**config.mk**
```make
export PLATFORM = sky130hd
export DESIGN_NAME = fpadd_arbiter_flat
export DESIGN_NICKNAME = d
export VERILOG_FILES = /design/src/rtl/fpadd_arbiter_if.sv /design/src/rtl/fpadd_arbiter.sv /design/src/flat_wrapper.sv
export SDC_FILE = /design/constraint.sdc
export NUM_CORES = 1
export LEC_CHECK = 0
export ABC_CLOCK_PERIOD_IN_PS = 7940
export BUFFER_PORTS_ARGS = -buffer_cell sky130_fd_sc_hd__buf_4
export CAP_MARGIN = 20
export CORE_AREA = 2 2 165 167
export DETAILED_ROUTE_END_ITERATION = 6
export DIE_AREA = 0 0 167 169
export PLACE_DENSITY_LB_ADDON = 0.1
export SETUP_SLACK_MARGIN = 0.05
export SYNTH_ARGS = -nofsm -noshare
export SYNTH_HDL_FRONTEND = slang
export SYNTH_SLANG_ARGS = --single-unit
```
**constraint.sdc**
```tcl
create_clock -name clk -period 7.94 [get_ports clk]
set_input_delay 0.397 -clock clk [delete_from_list [all_inputs] [get_ports clk]]
set_output_delay 0.397 -clock clk [all_outputs]
set_load 0.03 [all_outputs]
```
**src/rtl/fpadd_arbiter_if.sv**
```systemverilog
// Connection between the arbiter and the single fpadd unit.
// Handshake: start is a one-cycle pulse carrying a/b. done is a level that the adder
// clears on the start edge and raises when sum is valid. reset is a synchronous clear.
interface fpadd_arbiter_if;
  logic        fpa_reset;
  logic        fpa_start;
  logic [31:0] fpa_a;
  logic [31:0] fpa_b;
  logic [31:0] fpa_sum;
  logic        fpa_done;

  modport master (
    output fpa_reset, fpa_start, fpa_a, fpa_b,
    input  fpa_sum, fpa_done
  );

  modport slave (
    input  fpa_reset, fpa_start, fpa_a, fpa_b,
    output fpa_sum, fpa_done
  );
endinterface

```
**src/rtl/fpadd_arbiter.sv**
```systemverilog
// Round-robin scheduler that shares one fpadd among N_REQ requesters.
// Optional WAIT timeout is enabled by defining FPADD_ARB_TIMEOUT_EN.
module fpadd_arbiter #(
  parameter  int N_REQ       = 4,
  parameter  int TIMEOUT_CYC = 64,
  localparam int ID_W        = $clog2(N_REQ)
) (
  input  logic                  clk,
  input  logic                  reset,
  input  logic [N_REQ-1:0]      req,
  input  logic [32*N_REQ-1:0]   a_in,
  input  logic [32*N_REQ-1:0]   b_in,
  output logic [N_REQ-1:0]      gnt,
  output logic [N_REQ-1:0]      rsp_valid,
  output logic [31:0]           rsp_sum,
  output logic                  rsp_err,
  output logic                  busy,
  output logic [15:0]           op_count,
  output logic [1:0]            dbg_state,
  output logic [ID_W-1:0]       dbg_ptr,
  fpadd_arbiter_if.master       fpa
);

  typedef enum logic [1:0] {
    IDLE  = 2'd0,
    ISSUE = 2'd1,
    WAIT  = 2'd2
  } state_t;

  localparam logic [31:0] QNAN = 32'h7FC0_0000;

  state_t            state_q, state_d;
  logic [ID_W-1:0]   ptr_q, ptr_d;
  logic [ID_W-1:0]   win_id;
  logic              win_found;
  logic              timeout_hit;

  logic [N_REQ-1:0]  gnt_d, rsp_valid_d;
  logic [31:0]       rsp_sum_d, fpa_a_d, fpa_b_d;
  logic              rsp_err_d, busy_d, fpa_start_d, fpa_reset_d;
  logic [15:0]       op_count_d;

  assign dbg_state = state_q;
  assign dbg_ptr   = ptr_q;

`ifdef FPADD_ARB_TIMEOUT_EN
  localparam int TO_W = $clog2(TIMEOUT_CYC + 1);
  logic [TO_W-1:0] to_cnt;

  always_ff @(posedge clk or posedge reset) begin
    if (reset) begin
      to_cnt <= '0;
    end else if (state_q == ISSUE) begin
      to_cnt <= '0;
    end else if (state_q == WAIT) begin
      to_cnt <= to_cnt + 1'b1;
    end
  end

  assign timeout_hit = (state_q == WAIT) && (to_cnt == TO_W'(TIMEOUT_CYC - 1));
`else
  assign timeout_hit = 1'b0;
`endif

  // Search starts just past the last winner, so the last winner has lowest priority.
  always_comb begin
    int j;
    win_found = 1'b0;
    win_id    = ptr_q;
    for (int k = 1; k <= N_REQ; k++) begin
      j = int'(ptr_q) + k;
      if (j >= N_REQ) j = j - N_REQ;
      if (!win_found && req[ID_W'(j)]) begin
        win_found = 1'b1;
        win_id    = ID_W'(j);
      end
    end
  end

  always_ff @(posedge clk or posedge reset) begin
    if (reset) state_q <= IDLE;
    else       state_q <= state_d;
  end

  always_comb begin
    state_d = state_q;
    case (state_q)
      IDLE:    if (win_found) state_d = ISSUE;
      ISSUE:   state_d = WAIT;
      WAIT:    if (fpa.fpa_done || timeout_hit) state_d = IDLE;
      default: state_d = IDLE;
    endcase
  end

  always_comb begin
    gnt_d       = '0;
    rsp_valid_d = '0;
    fpa_start_d = 1'b0;
    fpa_reset_d = 1'b0;
    rsp_sum_d   = rsp_sum;
    rsp_err_d   = rsp_err;
    fpa_a_d     = fpa.fpa_a;
    fpa_b_d     = fpa.fpa_b;
    op_count_d  = op_count;
    ptr_d       = ptr_q;
    busy_d      = (state_d != IDLE);
    case (state_q)
      IDLE: begin
        if (win_found) begin
          gnt_d[win_id] = 1'b1;
          ptr_d         = win_id;
          fpa_a_d       = a_in[{win_id, 5'd0} +: 32];
          fpa_b_d       = b_in[{win_id, 5'd0} +: 32];
          fpa_start_d   = 1'b1;
        end
      end
      // done beats a coincident timeout; done from the previous op is never seen here
      WAIT: begin
        if (fpa.fpa_done) begin
          rsp_valid_d[ptr_q] = 1'b1;
          rsp_sum_d          = fpa.fpa_sum;
          rsp_err_d          = 1'b0;
          op_count_d         = op_count + 16'd1;
        end else if (timeout_hit) begin
          rsp_valid_d[ptr_q] = 1'b1;
          rsp_sum_d          = QNAN;
          rsp_err_d          = 1'b1;
          fpa_reset_d        = 1'b1;
        end
      end
      default: ;
    endcase
  end

  always_ff @(posedge clk or posedge reset) begin
    if (reset) begin
      ptr_q         <= ID_W'(N_REQ - 1);
      gnt           <= '0;
      rsp_valid     <= '0;
      rsp_sum       <= '0;
      rsp_err       <= 1'b0;
      busy          <= 1'b0;
      op_count      <= '0;
      fpa.fpa_reset <= 1'b1;
      fpa.fpa_start <= 1'b0;
      fpa.fpa_a     <= '0;
      fpa.fpa_b     <= '0;
    end else begin
      ptr_q         <= ptr_d;
      gnt           <= gnt_d;
      rsp_valid     <= rsp_valid_d;
      rsp_sum       <= rsp_sum_d;
      rsp_err       <= rsp_err_d;
      busy          <= busy_d;
      op_count      <= op_count_d;
      fpa.fpa_reset <= fpa_reset_d;
      fpa.fpa_start <= fpa_start_d;
      fpa.fpa_a     <= fpa_a_d;
      fpa.fpa_b     <= fpa_b_d;
    end
  end

endmodule
```
**src/flat_wrapper.sv**
```systemverilog
// flat-port wrapper written by rule: the top's interface ports become plain ports
module fpadd_arbiter_flat 
#(
  parameter  int N_REQ       = 4,
  parameter  int TIMEOUT_CYC = 64,
  localparam int ID_W        = $clog2(N_REQ)
)
  (clk, reset, req, a_in, b_in, gnt, rsp_valid, rsp_sum, rsp_err, busy, op_count, dbg_state, dbg_ptr, fpa_fpa_reset, fpa_fpa_start, fpa_fpa_a, fpa_fpa_b, fpa_fpa_sum, fpa_fpa_done);
  fpadd_arbiter_if fpa_i ();
  input  logic clk;
  input  logic reset;
  input  logic [N_REQ-1:0] req;
  input  logic [32*N_REQ-1:0] a_in;
  input  logic [32*N_REQ-1:0] b_in;
  output logic [N_REQ-1:0] gnt;
  output logic [N_REQ-1:0] rsp_valid;
  output logic [31:0] rsp_sum;
  output logic rsp_err;
  output logic busy;
  output logic [15:0] op_count;
  output logic [1:0] dbg_state;
  output logic [ID_W-1:0] dbg_ptr;
  output wire logic [$bits(fpa_i.fpa_reset)-1:0] fpa_fpa_reset;
  output wire logic [$bits(fpa_i.fpa_start)-1:0] fpa_fpa_start;
  output wire logic [$bits(fpa_i.fpa_a)-1:0] fpa_fpa_a;
  output wire logic [$bits(fpa_i.fpa_b)-1:0] fpa_fpa_b;
  input wire logic [$bits(fpa_i.fpa_sum)-1:0] fpa_fpa_sum;
  input wire logic [$bits(fpa_i.fpa_done)-1:0] fpa_fpa_done;
  assign fpa_fpa_reset = fpa_i.fpa_reset;
  assign fpa_fpa_start = fpa_i.fpa_start;
  assign fpa_fpa_a = fpa_i.fpa_a;
  assign fpa_fpa_b = fpa_i.fpa_b;
  assign fpa_i.fpa_sum = fpa_fpa_sum;
  assign fpa_i.fpa_done = fpa_fpa_done;
  fpadd_arbiter #(.N_REQ(N_REQ), .TIMEOUT_CYC(TIMEOUT_CYC)) u_core (.clk(clk), .reset(reset), .req(req), .a_in(a_in), .b_in(b_in), .gnt(gnt), .rsp_valid(rsp_valid), .rsp_sum(rsp_sum), .rsp_err(rsp_err), .busy(busy), .op_count(op_count), .dbg_state(dbg_state), .dbg_ptr(dbg_ptr), .fpa(fpa_i));
endmodule
```
* Word level (Yosys, flattened, before mapping)
Index checks and enable logic that the tools add are counted.
** Storage, ports and cells
- Word-level logic and storage cells :: 85
- Input bits :: 295
- Register bits :: 127
- Output and inout bits :: 128
** Cells by class
- Add/sub/neg operators :: 9
- Order comparisons :: 12
- Eq/ne operators :: 2
- Reduce and logical (&&, ||, !) cells :: 12
- Shifts and indexed selects :: 2
- Muxes and demuxes :: 37
** Operator list (count)
- indexed part select 128 x 8 -> 32 bit :: 2
- two-way mux 2 bit :: 10
- adder 16 x 1 -> 16 bit, second input constant :: 1
- < comparator 2 x 4 -> 1 bit, second input constant :: 4
- two-way mux 1 bit :: 16
- two-way mux 4 bit :: 4
- >= comparator 3 bit, second input constant :: 3
- binary-select mux 1 bit (select 2 bit) :: 4
- subtractor 2 x 1 -> 2 bit, second input constant :: 4
- adder 2 x 2 -> 3 bit, second input constant :: 2
- < comparator 2 x 3 -> 1 bit, second input constant :: 2
- one-hot mux 2 bit (3 select lines) :: 1
- logical AND 1 bit :: 5
- adder 2 x 3 -> 4 bit, second input constant :: 1
- demux 1 bit (select 2 bit) :: 2
- >= comparator 2 x 1 -> 1 bit, second input constant :: 2
- >= comparator 4 x 3 -> 1 bit, second input constant :: 1
- AND reduction 2 bit :: 2
- adder 2 x 1 -> 3 bit, second input constant :: 1
- zero test 1 bit :: 3
- == test 2 x 1 -> 1 bit, second input constant :: 1
- == test 2 bit, second input constant :: 1
- zero test 2 bit :: 1
- nonzero test 2 bit :: 1

* Longest topological paths before layout
Gate-level depths: netlist of the first run.
- Word-level depth :: 22
- Gate-level depth with buffers :: 10

* Worst setup path after synthesis of the first run
No wires, ideal clock.
- Kind :: reg-to-reg
- From :: register u_core.ptr_q[1], in the netlist u_core.dbg_ptr[1]
- To :: register u_core.fpa.fpa_a[10]
- Arrival time :: 2.866 ns
- Setup slack :: 4.949 ns
- Setup time :: 0.125 ns
- Buffers on the path :: 3
- Stages on the path, launching flop included :: 11
- Cell sequence :: dfstp_2 -> buf_2 -> inv_1 -> ha_1 -> or3b_1 -> nand2b_1 -> nand3_2 -> buf_4 -> buf_2 -> mux2_2 -> mux2_4
** Between the ends
- Cells in the longest elaborated chain, start to end :: 17
- Elaborated cells between the ends (all ways) :: 44
** RTL lines
- start: declaration :: line fpadd_arbiter.sv:33 : logic [ID_W-1:0] ptr_q, ptr_d;
- start signal: assignment :: line fpadd_arbiter.sv:137 : ptr_q <= ID_W'(N_REQ - 1);
- start signal: assignment :: line fpadd_arbiter.sv:149 : ptr_q <= ptr_d;
- adder 2 x 1 -> 3 bit :: line fpadd_arbiter.sv:71 : j = int'(ptr_q) + k;
- >= comparator 3 bit / subtractor 2 x 1 -> 2 bit (equally long branches) :: line fpadd_arbiter.sv:72 : if (j >= N_REQ) j = j - N_REQ;
- two-way mux 2 bit :: line fpadd_arbiter.sv:72
- binary-select mux 1 bit (select 2 bit) :: line fpadd_arbiter.sv:73 : if (!win_found && req[ID_W'(j)]) begin
- two-way mux 1 bit (not written as such) (2 in a row) :: line fpadd_arbiter.sv:73
- two-way mux 1 bit :: line fpadd_arbiter.sv:73
- zero test 1 bit :: line fpadd_arbiter.sv:73
- logical AND 1 bit :: line fpadd_arbiter.sv:73
- two-way mux 1 bit :: line fpadd_arbiter.sv:73
- zero test 1 bit :: line fpadd_arbiter.sv:73
- logical AND 1 bit :: line fpadd_arbiter.sv:73
- two-way mux 1 bit :: line fpadd_arbiter.sv:73
- zero test 1 bit :: line fpadd_arbiter.sv:73
- logical AND 1 bit :: line fpadd_arbiter.sv:73
- two-way mux 2 bit / two-way mux 1 bit (equally long branches) :: line fpadd_arbiter.sv:73
- indexed part select 128 x 8 -> 32 bit / AND reduction 2 bit (equally long branches)
- end signal: assignment :: line fpadd_arbiter.sv:158 : fpa.fpa_a <= fpa_a_d;
- end: declaration :: line fpadd_arbiter_if.sv:13 : output fpa_reset, fpa_start, fpa_a, fpa_b,
Parallel ways exist; a longest one is shown, timed or not. The select of a mux whose other input is x is not followed.
A chain may end at the register's enable or synchronous reset.

* Worst setup path after layout of the first run
- From :: register u_core.ptr_q[1], in the netlist u_core.dbg_ptr[1]
- To :: register u_core.fpa.fpa_b[20]
** Between the ends
- Cells in the longest elaborated chain, start to end :: 17
- Elaborated cells between the ends (all ways) :: 44
** RTL lines
- adder 2 x 1 -> 3 bit :: line fpadd_arbiter.sv:71
- >= comparator 3 bit / subtractor 2 x 1 -> 2 bit (equally long branches) :: line fpadd_arbiter.sv:72
- two-way mux 2 bit :: line fpadd_arbiter.sv:72
- binary-select mux 1 bit (select 2 bit) :: line fpadd_arbiter.sv:73
- two-way mux 1 bit (not written as such) (2 in a row) :: line fpadd_arbiter.sv:73
- two-way mux 1 bit :: line fpadd_arbiter.sv:73
- zero test 1 bit :: line fpadd_arbiter.sv:73
- logical AND 1 bit :: line fpadd_arbiter.sv:73
- two-way mux 1 bit :: line fpadd_arbiter.sv:73
- zero test 1 bit :: line fpadd_arbiter.sv:73
- logical AND 1 bit :: line fpadd_arbiter.sv:73
- two-way mux 1 bit :: line fpadd_arbiter.sv:73
- zero test 1 bit :: line fpadd_arbiter.sv:73
- logical AND 1 bit :: line fpadd_arbiter.sv:73
- two-way mux 2 bit / two-way mux 1 bit (equally long branches) :: line fpadd_arbiter.sv:73
- indexed part select 128 x 8 -> 32 bit / AND reduction 2 bit (equally long branches)
- end signal: assignment :: line fpadd_arbiter.sv:159 : fpa.fpa_b <= fpa_b_d;
- end: declaration :: line fpadd_arbiter_if.sv:13
Parallel ways exist; a longest one is shown, timed or not. The select of a mux whose other input is x is not followed.

==> results of run 1 <==
[logic make-up after synthesis]
| group | share of synthesized area (%) |
|---|---|
| AOI/OAI and AO/OA | 19.0 |
| xor gates and xnor gates | 1.68 |
| adders and majority gates | 0.802 |
| buffers and inverters | 5.31 |
| DFF | 40.8 |
| muxes | 20.4 |
| other | 0.0481 |
| and+or+nand+nor | 11.9 |
[through the flow]
| step | instance area [um^2] | total power, mW | util (%) | std cells | hold slack, ns |
|---|---|---|---|---|---|
| 5_1_grt | 11800 | 5.52 | 44.4 | 1526 | 0.0967 |
| 3_5_place_dp | 11200 | 4.40 | 42.2 | 1493 | 0.463 |
| 4_1_cts | 11800 | 5.25 | 44.4 | 1525 | 0.0855 |
| 6_report | 11800 | 5.19 | 44.4 | 1526 | 0.0512 |
| 2_1_floorplan | 7810 | 3.38 | - | 803 | 0.502 |
| 3_3_place_gp | 11200 | 4.37 | 42.2 | 1493 | 0.458 |
[where the power goes]
| group | switching (mW) | total, mW | internal (mW) |
|---|---|---|---|
| clock network | 0.359 | 0.834 | 0.475 |
| logic | 1.83 | 3.22 | 1.40 |
| registers | 0.185 | 1.14 | 0.950 |
[cell usage after synthesis, types with 2 or more instances]
cell type | n | area, um^2
nand3_1 | 5 | 25.0
and2_1 | 6 | 37.5
or3b_1 | 2 | 17.5
o31ai_1 | 65 | 488
mux2_4 | 27 | 405
dfrtp_1 | 124 | 3100
ha_1 | 5 | 62.6
o21ai_0 | 3 | 15.0
nand2b_1 | 6 | 37.5
nor2_1 | 71 | 267
buf_6 | 4 | 45.0
clkbuf_1 | 54 | 203
nand4_1 | 6 | 37.5
xnor2_1 | 10 | 87.6
buf_2 | 16 | 80.1
buf_1 | 9 | 33.8
and3_1 | 3 | 18.8
o21a_1 | 2 | 15.0
inv_1 | 8 | 30.0
a21oi_1 | 68 | 340
buf_4 | 3 | 22.5
mux2_2 | 103 | 1160
dfstp_2 | 3 | 78.8
nor3_1 | 6 | 30.0
a21o_1 | 2 | 15.0
a41oi_1 | 64 | 561
mux2i_1 | 3 | 30.0
nand2_1 | 104 | 390
nand3b_1 | 2 | 15.0
xor2_1 | 5 | 43.8
[flip-flops by register name, summed over array words and instances (netlist names), 2 cells and up]
signal,count
u_core.op_count,16
u_core.rsp_valid,4
u_core.fpa.fpa_b,32
u_core.rsp_sum,32
u_core.dbg_state,2
u_core.dbg_ptr,2
u_core.gnt,4
u_core.fpa.fpa_a,32
[worst min-delay path by stage]
stage | from | endpoint | slack, ns
2_1_floorplan | fpa_fpa_sum[0] | u_core.rsp_sum[0] | 0.50
3_3_place_gp | u_core.rsp_sum[15] | u_core.rsp_sum[15] | 0.46
3_5_place_dp | u_core.rsp_sum[15] | u_core.rsp_sum[15] | 0.46
4_1_cts | reset | u_core.rsp_sum[16] | 0.09
5_1_grt | reset | u_core.rsp_sum[16] | 0.1
6_report | reset | u_core.rsp_sum[11] | 0.05
[metal layers]
layer	up-vias	global-route usage (%)	part of all wire [%]
li1	3669	-	-
met1	3712	25.6	39
met2	311	36.1	49
met3	46	7.34	8.6
met4	2	8.32	3.0
met5	-	0	0.035
[final cells by class]
cell class | count | area (um^2)
Fill cell | 2674 | 14700
Multi-Input combinational cell | 582 | 4260
Timing Repair Buffer | 435 | 3270
Sequential cell | 127 | 3180
Tap cell | 341 | 427
Clock buffer | 17 | 425
Clock inverter | 15 | 175
Inverter | 8 | 35.0
Antenna cell | 1 | 2.50
==> impl_metrics.ini, run 1 <==
[run_status]
status = complete, no violations

[logic_synthesis]
yosys_register_bits = 127
syn_area_um2 = 7800
yosys_warnings = 0
syn_area_per_cell_um2 = 9.73
yosys.cell_types.count = 43
netlist_instances = 802
ys_seq_area_share_pct = 40.8
synth_edf_count = 0
async_flop_share_pct = 100
synthFlopType = dfrtp_1

[flow_run]
max-cap-violations = 0

[timing]
setup_viol = 0
drv_slew = 0
min_period_ns = 3.99
fin_setup_tns_ns = 0
worst_pin_slew_ns = 0.993
fin_crit_sh_pct = 50.3
setup_ws_ns = 3.95
max_freq_mhz = 250
finalHoldViolCount = 0
fin_worst_skew_ns = 0.0177
rsz0062_at_grt = false
relSlewSlack_pct = 33.6

[floorplan]
rows = 60
io_pins = 423
start_util_pct = 29.4
die_w_um = 167
core_area_um2 = 26500
fp.dieArea_um2 = 28200
die_y_um = 169

[setup_path]
worstPathCellList = inv_1 -> ha_1 -> or3b_1 -> nand2b_2 -> buf_4 -> nand3_4 -> buf_4 -> mux2_2 -> mux2_2
regToRegSetupSlack_ns = 3.95
required_ns = 8.25
slowest_delay_ns = 0.71
startpoint = u_core.dbg_ptr[1]
r2r_cells = 9
path_max_fanout = 65
cpMaxStageDelayCell = buf_4
crit_type = flip-flop to flip-flop
r2r-end = u_core.fpa.fpa_b[20]
crit_family = buffers and inverters
crit_cells = 9
timing.rr.start = u_core.dbg_ptr[1]
cp.arrival_ns = 4.30
startpoint_type = flip-flop
crit_path_end_kind = flip-flop
worst-path-buf-inv = 3
endpoint = u_core.fpa.fpa_b[20]

[detailed_routing]
routed_wl_um = 31400
firstDrtPassIters = 4
postRouteAntennaNets = 0
drt_iter0_markers = 382
drt_drc_violations_left = 0
vias = 7740
routed_via_density = 5.07
avgRoutedWirePerCell_um = 20.6

[power]
cellLeakagePower_nw = 5.59
p_per_area_nw_per_um2 = 441
peakVddDrop_v = 0.000213

[layout]
syn_to_final_growth_pct = 50.9
drive_above_1_share_pct = 51.8
final_common_cell = buf_4
nets = 1471
layout_common_cells = buf_4, dfrtp_1, nand2_1, mux2_2, nor2_1

[place]
hpwl_um = 21400
numPortBuffers = 421
place_ws_ns = 3.90
gp_congestion = 0.820

[clock_network]
clkSinkCount = 127
cts_tree = yes
ctsHtreeMaxLevel = 4
postCtsHoldBufs = 0
clk_path_buf_depth = 2
cts_made_buffers = 17
post_cts_buffers = 0
path_clk_slew_ns = 0.07
worstSkewPairLatency_ns = 0.43
root_buffer = clkbuf_16
cts-resized-gates = 0

[grt]
gr-total-overflow = 0
grt_usage_pct = 21.6
grt_antenna_before_repair = 2
grt_pass1_vias = 8010
grt_max_degree = 73
grt_pass1_wl_um = 47500

[hold_path]
hold_path.class = input pin to async pin
(Power assumes the default switching activity.)
==> inputs of run 2 (changes only) <==
Settings changed: ABC_CLOCK_PERIOD_IN_PS 7940 to 3720.
Clock period 7.94 ns to 3.72 ns, I/O delays scaled along.
==> impl_metrics.ini, run 2 (synthesized netlist as in run 1, its figures left out) <==
[setup_path]
crit_path_end_kind = flip-flop
r2r-end = u_core.fpa.fpa_a[5]
r2r_cells = 8
crit_family = flip-flops
cpMaxStageDelayCell = dfstp_2
worstPathCellList = inv_1 -> ha_1 -> or3b_1 -> nand2b_2 -> buf_4 -> a41oi_1 -> a21oi_1 -> mux2_4
cp.arrival_ns = 3.46
worst-path-buf-inv = 2
crit_type = flip-flop to flip-flop
regToRegSetupSlack_ns = 0.56
timing.rr.start = u_core.dbg_ptr[1]
path_max_fanout = 64
required_ns = 4.02
slowest_delay_ns = 0.68
startpoint_type = flip-flop

[layout]
register_area_um2 = 3180
multi_input_area_um2 = 4260
layout_common_cells = buf_4, dfrtp_1, nand2_1, mux2_2, nor2_1
diodes = 0
largest_registers = u_core.fpa.fpa_a x32, u_core.fpa.fpa_b x32, u_core.rsp_sum x32
syn_to_final_growth_pct = 56.5
final_common_cell = buf_4
fillers = 2562
nets = 1510
drive_above_1_share_pct = 50.6

[timing]
fin_crit_sh_pct = 85.1
fin_worst_skew_ns = 0.0195
fin_setup_tns_ns = 0
relSlewSlack_pct = 41.8
worst_pin_slew_ns = 0.872
rsz0062_at_grt = false
drv_slew = 0
min_period_ns = 3.16
max_freq_mhz = 316
finalHoldViolCount = 0
setup_ws_ns = 0.556
setup_viol = 0

[clock_network]
clk_path_buf_depth = 2
path_clk_slew_ns = 0.07
cts_tree = yes
postCtsHoldBufs = 33
post_cts_buffers = 0
ctsHtreeMaxLevel = 4
root_buffer = clkbuf_16
cts_made_buffers = 17
clkSinkCount = 127
cts-resized-gates = 0
worstSkewPairLatency_ns = 0.42

[place]
hpwl_um = 21700
gp_congestion = 0.791
numPortBuffers = 421
place_ws_ns = 0.536

[power]
p_per_area_nw_per_um2 = 923
peakVddDrop_v = 0.000500
cellLeakagePower_nw = 5.78

[grt]
grt_pass1_wl_um = 48700
grt_pass1_vias = 8221
grt_antenna_before_repair = 1
grt_usage_pct = 22.1
gr-total-overflow = 0
grt_max_degree = 71

[floorplan]
fp.dieArea_um2 = 28200
rows = 60
core_area_um2 = 26500
die_y_um = 169
io_pins = 423
die_w_um = 167
start_util_pct = 29.4

[hold_path]
hold_depth = 3
min-delay-start = fpa_fpa_done
hold_path.class = input pin to flip-flop
hold_end = u_core.dbg_state[1]

[detailed_routing]
routed_via_density = 5.09
firstDrtPassIters = 5
avgRoutedWirePerCell_um = 20.6
postRouteAntennaNets = 0
routed_wl_um = 32300
drt_drc_violations_left = 0
drt_iter0_markers = 405
vias = 7953

[run_status]
status = complete, no violations

[flow_run]
max-cap-violations = 0
run 2: changes by cell type in the layout (fill, tap and decap cells not counted), sizes merged:
cell / change
dlygate4sd3: +33
buf: +6
diode: -1
run 2: tightest hold or removal path, delay by kind of cell:
family | cells | cell delay (ns)
compound gates | 1 | 0.09
buf+inv | 1 | 0.09
simple gates | 1 | 0.09
run 2: area by class of cell:
cell class	instances	share of cell area, %
clock inverters	15	1.43
repair buffers	474	30.3
well taps	341	3.49
multi-input cells	582	34.9
flip-flops and latches	127	26.1
clock buffers	17	3.48
inverters	8	0.287
run 2: how the worst max path moves through the flow:
stage                                 start                   end  slack (ns)  cells past startpoint
after floorplan                       reset           u_core.busy        0.15                      1
after global placement    u_core.dbg_ptr[0]  u_core.fpa.fpa_b[23]        0.61                      8
after detailed placement  u_core.dbg_ptr[1]  u_core.fpa.fpa_b[15]        0.54                      8
after CTS                 u_core.dbg_ptr[1]  u_core.fpa.fpa_b[28]        0.52                      8
after global routing      u_core.dbg_ptr[1]  u_core.fpa.fpa_b[22]        0.41                      8
final                     u_core.dbg_ptr[1]   u_core.fpa.fpa_a[5]        0.56                      8
run 2: per-stage QoR:
| stage | cells | hold WS (ns) | total power, mW | util (%) | cell area [um^2] |
|---|---|---|---|---|---|
| floorplan | 803 | 0.291 | 7.21 | - | 7810 |
| global placement | 1499 | 0.339 | 9.49 | 42.6 | 11300 |
| detailed placement | 1499 | 0.341 | 9.56 | 42.6 | 11300 |
| CTS | 1564 | 0.0769 | 11.4 | 46.1 | 12200 |
| global route | 1564 | 0.100 | 12.0 | 46.1 | 12200 |
| finish | 1564 | 0.112 | 11.3 | 46.1 | 12200 |
run 2: power breakdown:
part	total, mW	switching [mW]	internal [mW]
clock	1.76	0.747	1.01
sequential	2.43	0.400	2.03
combinational	7.08	3.98	3.11
total	11.3	5.12	6.15
run 2: routing by layer:
metal	vias up	GRT usage, %	wire [um]
li1	3747	-	-
met1	3832	26.6	12900
met2	331	37.8	16000
met3	41	7.13	2670
met4	2	6.48	702
met5	-	0	13
